$ cat config.mk
export PLATFORM = sky130hd
export DESIGN_NAME = fifo_uart_tx
export DESIGN_NICKNAME = d
export VERILOG_FILES = /design/src/rtl/fifo_uart_tx.sv
export SDC_FILE = /design/constraint.sdc
export NUM_CORES = 1
export LEC_CHECK = 0
export CAP_MARGIN = 20
export CORE_MARGIN = 3
export CORE_UTILIZATION = 49
export DETAILED_ROUTE_END_ITERATION = 16
export GPL_TIMING_DRIVEN = 0
export MAX_ROUTING_LAYER = met4
export PLACE_DENSITY = 0.83
export RECOVER_POWER = 100
export SYNTH_ARGS = -nofsm -noshare
export SYNTH_HDL_FRONTEND = slang
export SYNTH_SLANG_ARGS = --single-unit
$ cat constraint.sdc
create_clock -name clk -period 1.7 [get_ports clk]
set_clock_uncertainty 0.15 [all_clocks]
set_input_delay 0.425 -clock clk [delete_from_list [all_inputs] [get_ports clk]]
set_output_delay 0.425 -clock clk [all_outputs]
set_load 0.02 [all_outputs]
$ cat src/rtl/fifo_uart_tx.sv
// fifo_uart_tx: pops bytes from a registered-read FIFO and serializes
// each one as a UART frame (start, 8 data LSB first, opt parity, stop).
module fifo_uart_tx #(
  parameter int CLKS_PER_BIT = 16,
  parameter bit PARITY_EN    = 1'b0,
  parameter int STOP_BITS    = 1
) (
  input  logic       clk,
  input  logic       rst,
  input  logic       tx_enable,
  input  logic       fifo_empty,
  input  logic [7:0] fifo_data,
  output logic       fifo_rd_en,
  output logic       tx,
  output logic       busy,
  output logic       frame_done,
  output logic [7:0] frame_count
);

  localparam int STOP_LEN = STOP_BITS * CLKS_PER_BIT;
  localparam int CW       = $clog2(STOP_LEN + 1);

  typedef logic [CW-1:0] cnt_t;

  localparam cnt_t BIT_LAST  = cnt_t'(CLKS_PER_BIT - 1);
  localparam cnt_t STOP_LAST = cnt_t'(STOP_LEN - 1);

  typedef enum logic [2:0] {
    IDLE,
    POP,
    LOAD,
    START,
    DATA,
    PARITY,
    STOP
  } state_t;

  state_t     state_q, state_d;
  cnt_t       cnt_q, cnt_d;
  logic [2:0] bit_q, bit_d;
  logic [7:0] shift_q, shift_d;
  logic       par_q, par_d;
  logic [7:0] count_q, count_d;
  logic       tx_q, tx_d;
  logic       rd_q, rd_d;
  logic       busy_q, busy_d;
  logic       done_q, done_d;
  logic       go;

  assign go = tx_enable && !fifo_empty;

  always_comb begin
    state_d = state_q;
    cnt_d   = cnt_q;
    bit_d   = bit_q;
    shift_d = shift_q;
    par_d   = par_q;
    count_d = count_q;
    unique case (state_q)
      IDLE: begin
        if (go) state_d = POP;
      end
      POP: begin
        state_d = LOAD;
      end
      LOAD: begin
        shift_d = fifo_data;
        par_d   = ^fifo_data;
        cnt_d   = '0;
        bit_d   = '0;
        state_d = START;
      end
      START: begin
        if (cnt_q == BIT_LAST) begin
          cnt_d   = '0;
          state_d = DATA;
        end else begin
          cnt_d = cnt_q + 1'b1;
        end
      end
      DATA: begin
        if (cnt_q == BIT_LAST) begin
          cnt_d   = '0;
          shift_d = shift_q >> 1;
          bit_d   = bit_q + 3'd1;
          if (bit_q == 3'd7) state_d = PARITY_EN ? PARITY : STOP;
        end else begin
          cnt_d = cnt_q + 1'b1;
        end
      end
      PARITY: begin
        if (cnt_q == BIT_LAST) begin
          cnt_d   = '0;
          state_d = STOP;
        end else begin
          cnt_d = cnt_q + 1'b1;
        end
      end
      STOP: begin
        if (cnt_q == STOP_LAST) begin
          cnt_d   = '0;
          count_d = count_q + 8'd1;
          state_d = go ? POP : IDLE;
        end else begin
          cnt_d = cnt_q + 1'b1;
        end
      end
      default: state_d = IDLE;
    endcase
  end

  // Outputs are decoded from the next state so they register in step with it.
  always_comb begin
    tx_d = 1'b1;
    unique case (state_d)
      START:   tx_d = 1'b0;
      DATA:    tx_d = shift_d[0];
      PARITY:  tx_d = par_d;
      default: tx_d = 1'b1;
    endcase
    rd_d   = (state_d == POP);
    busy_d = (state_d != IDLE);
    done_d = (state_d == STOP) && (cnt_d == STOP_LAST);
  end

  always_ff @(posedge clk or posedge rst) begin
    if (rst) begin
      state_q <= IDLE;
      cnt_q   <= '0;
      bit_q   <= '0;
      shift_q <= '0;
      par_q   <= 1'b0;
      count_q <= '0;
      tx_q    <= 1'b1;
      rd_q    <= 1'b0;
      busy_q  <= 1'b0;
      done_q  <= 1'b0;
    end else begin
      state_q <= state_d;
      cnt_q   <= cnt_d;
      bit_q   <= bit_d;
      shift_q <= shift_d;
      par_q   <= par_d;
      count_q <= count_d;
      tx_q    <= tx_d;
      rd_q    <= rd_d;
      busy_q  <= busy_d;
      done_q  <= done_d;
    end
  end

  assign fifo_rd_en  = rd_q;
  assign tx          = tx_q;
  assign busy        = busy_q;
  assign frame_done  = done_q;
  assign frame_count = count_q;

endmodule

==> flow_summary.yaml <==
run_status:
  status: "finished with violations"
  violations: "negative setup slack"
floorplanning:
  design.die.area_sq_um: 4410
  placeableCoreArea_sq_um: 3420
  floorplan.initialDensity_pct: 52.3
  placement_rows: 21
  die_h_um: 66.4
  chip_width_um: 66.4
  design.portCount: 24
min_path:
  holdPathStages: 1
  hold-path-endpoint: "frame_count[7]"
  min_delay_path_class: "reg -> reg"
  min_from: "frame_count[7]"
sta:
  max_slew.worst_pin.slew_ns: 0.559
  min_period_ns: 1.87
  max_clock_freq_mhz: 535
  timing.setup.tns_ns: -1.28
  setup_viol_count_final: 16
  final-max-slew-violation-count: 0
  rsz0062_at_grt: "true"
  whs_ns: 0.332
  setup_slack_ns: -0.170
  timing.final.crit_share_pct: 110
  final-hold-violation-count: 0
  slew-limit-headroom_pct: 62.7
detailed_routing:
  drt-wirelength-per-cell_um: 15.2
  drt_first_iter_violations: 125
  final_antenna_net_count: 0
  drc: 0
  wirelength_um: 4180
  detail_route.vias_per_cell: 5.49
  first_pass_iteration_count_of_the_detailed_router: 4
  route.vias.total: 1515
setup_path:
  worstReg2RegStart: "cnt_q[0]"
  timing.reg2reg.setup_slack_ns: -0.17
  required_ns: 1.81
  crit_path_max_fanout: 6
  crit-reg2reg-capture: "tx"
  endpoint_kind: "register"
  crit_arrival_ns: 1.98
  r2r_cells: 7
  critical_path.startpoint_type: "register"
  critPathKind: "reg -> reg"
flow_run:
  maxCapViolations: 0
synth:
  async_reset_ff_share_pct: 100
  post_synth.cell_area_avg_sq_um: 9.88
  syn-cell-area_sq_um: 1790
  synth.lib_cells_used.distinct: 49
  synth_top_flop_cell: "dfrtp_1"
  synth_seq_cells: 32
  syn_nets: 197
  syn_inst: 181
  synth_edf_count: 0
  synth-warning-count: 0
  proportion_of_synthesized_chip_area_in_sequential_cells_pct: 44.9
cts:
  clock_path_buffers: 2
  clk-insertion-delay-late_ns: 0.34
  cts-buffers-inserted: 5
  cts.sinks: 32
  cts_tree: "built"
  path_clk_slew_ns: 0.10
  h-tree-depth: 2
  library_cell_used_as_clock_root_buffer: "clkbuf_4"
  cts-hold-fix-buffers: 0
power_and_ir_drop:
  irDropWorstVdd_v: 0.000508
  static-leakage-power_nw: 1.11
  power_density_nw_per_um2: 614
global_route:
  grt_use_total_pct: 20.3
  wire_length_of_the_first_global_routing_pass_um: 6680
  largest_net_degree_at_the_start_of_global_routing: 19
  initial_antenna_violation_count: 0
  globalRoute.totalOverflow: 0
  first_global_vias: 1480
cells_and_area:
  drive_gt1_share_pct: 33.0
  finish.net_count: 245
  non_filler_cells_in_the_finished_layout: 276
  antenna-diode-count: 0
  flow.area_growth_from_synthesis_pct: 34.4
placement:
  pre_cts_ws_ns: -0.361
  gp_congestion: 0.799
  number_of_i_o_port_buffers: 23
  dp_hpwl_um: 2720
  numPlacedInstances: 251
[cell type report]
| type | count | area (sq um) |
|---|---|---|
| repair buffers | 42 | 379 |
| inverters | 6 | 27.5 |
| clock inverters | 2 | 35.0 |
| plain buffers | 10 | 73.8 |
| fillers | 241 | 1010 |
| well taps | 46 | 57.6 |
| clock buffers | 6 | 41.3 |
| multi-input cells | 132 | 983 |
| flip-flops and latches | 32 | 805 |
[what timing repair did]
item / CTS / global route
gates resized for setup: 42 / 28
pin swaps: 14 / 13
endpoints found under the hold margin: 0 / 0
gates cloned: 1 / 0
buffers inserted: 14 / 3
setup endpoints to repair: 39 / 32
[how the worst max path moves through the flow]
stage / from / endpoint / slack [ns] / cells after the start
2_1_floorplan: cnt_q[1] / tx / -0.11 / 8
3_3_place_gp: cnt_q[1] / tx / -0.31 / 7
3_5_place_dp: cnt_q[1] / frame_count[7] / -0.36 / 7
4_1_cts: cnt_q[1] / tx / -0.19 / 8
5_1_grt: bit_q[1] / tx / -0.19 / 7
6_report: cnt_q[0] / tx / -0.17 / 7
[cells in the final DEF, fill, tap and decap left out, drive strengths merged, types with 5 or more instances in the layout]
cell	instances
dfrtp	31
buf	28
nand2	25
nor2	12
xnor2	11
clkbuf	11
clkdlybuf4s50	10
a21oi	10
o21ai	8
nor3	7
a22oi	6
dlygate4sd2	6
inv	6
nand3	5
[Yosys cell counts (3+ instances only)]
cell	number	share of area, %
nand3_1	5	1.4
ha_1	4	2.8
dfrtp_1	31	43
a31oi_1	3	1.0
o21ai_0	6	1.7
a21oi_1	9	2.5
nor3_1	4	1.1
nand4_1	3	1.0
xor2_1	4	2.0
a22oi_1	6	2.5
xnor2_1	11	5.4
buf_2	6	1.7
inv_1	5	1.0
nand2_1	25	5.2
mux2i_1	4	2.2
nor2_1	12	2.5
[kinds of logic after synthesis]
group / Yosys count / share of synthesized area, %
AND/OR/NAND/NOR: 67 / 20.4
multiplexers: 6 / 3.50
buffers and inverters: 17 / 5.95
adder cells (fa/ha/maj): 4 / 2.80
flip-flops: 32 / 44.9
XOR/XNOR: 15 / 7.35
AO/OA/AOI/OAI: 40 / 15.2
[state kept, by name (all words and copies together), names as in the netlist]
register and cells:
bit_q 3, fifo_rd_en 1, frame_done 1, par_q 1
frame_count 8, state_q 3, tx 1, cnt_q 5
shift_q 8, busy 1
[through the flow]
stage	util [%]	area (sq um)	total power, mW
floorplan	-	1810	0.864
global placement	61.3	2090	0.906
detailed placement	62.1	2120	0.916
CTS	69.4	2370	1.48
global route	70.3	2400	1.53
finish	70.3	2400	1.48
[power by group]
group | leakage [nW] | switching [mW] | total [mW] | internal, mW
combinational | 0.678 | 0.0545 | 0.110 | 0.0557
sequential | 0.390 | 0.00844 | 0.789 | 0.781
clock | 0.0422 | 0.269 | 0.577 | 0.308
total | 1.11 | 0.332 | 1.48 | 1.14
[critical path: stages (launching register included)]
cell     delay, ns
dfrtp_1       0.41
ha_4          0.18
and4b_1       0.21
buf_6         0.13
o21ai_2       0.05
a22o_1        0.28
a31o_1        0.24
a31oi_2       0.15
[routing by layer]
metal	routed length, um	vias to the layer above	GRT usage [%]
met2	2140	37	32.2
met5	0	-	-
li1	-	734	-
met4	58	0	7.36
met1	1840	735	25.6
met3	142	9	4.42
Power figures use the tool's default switching activity.
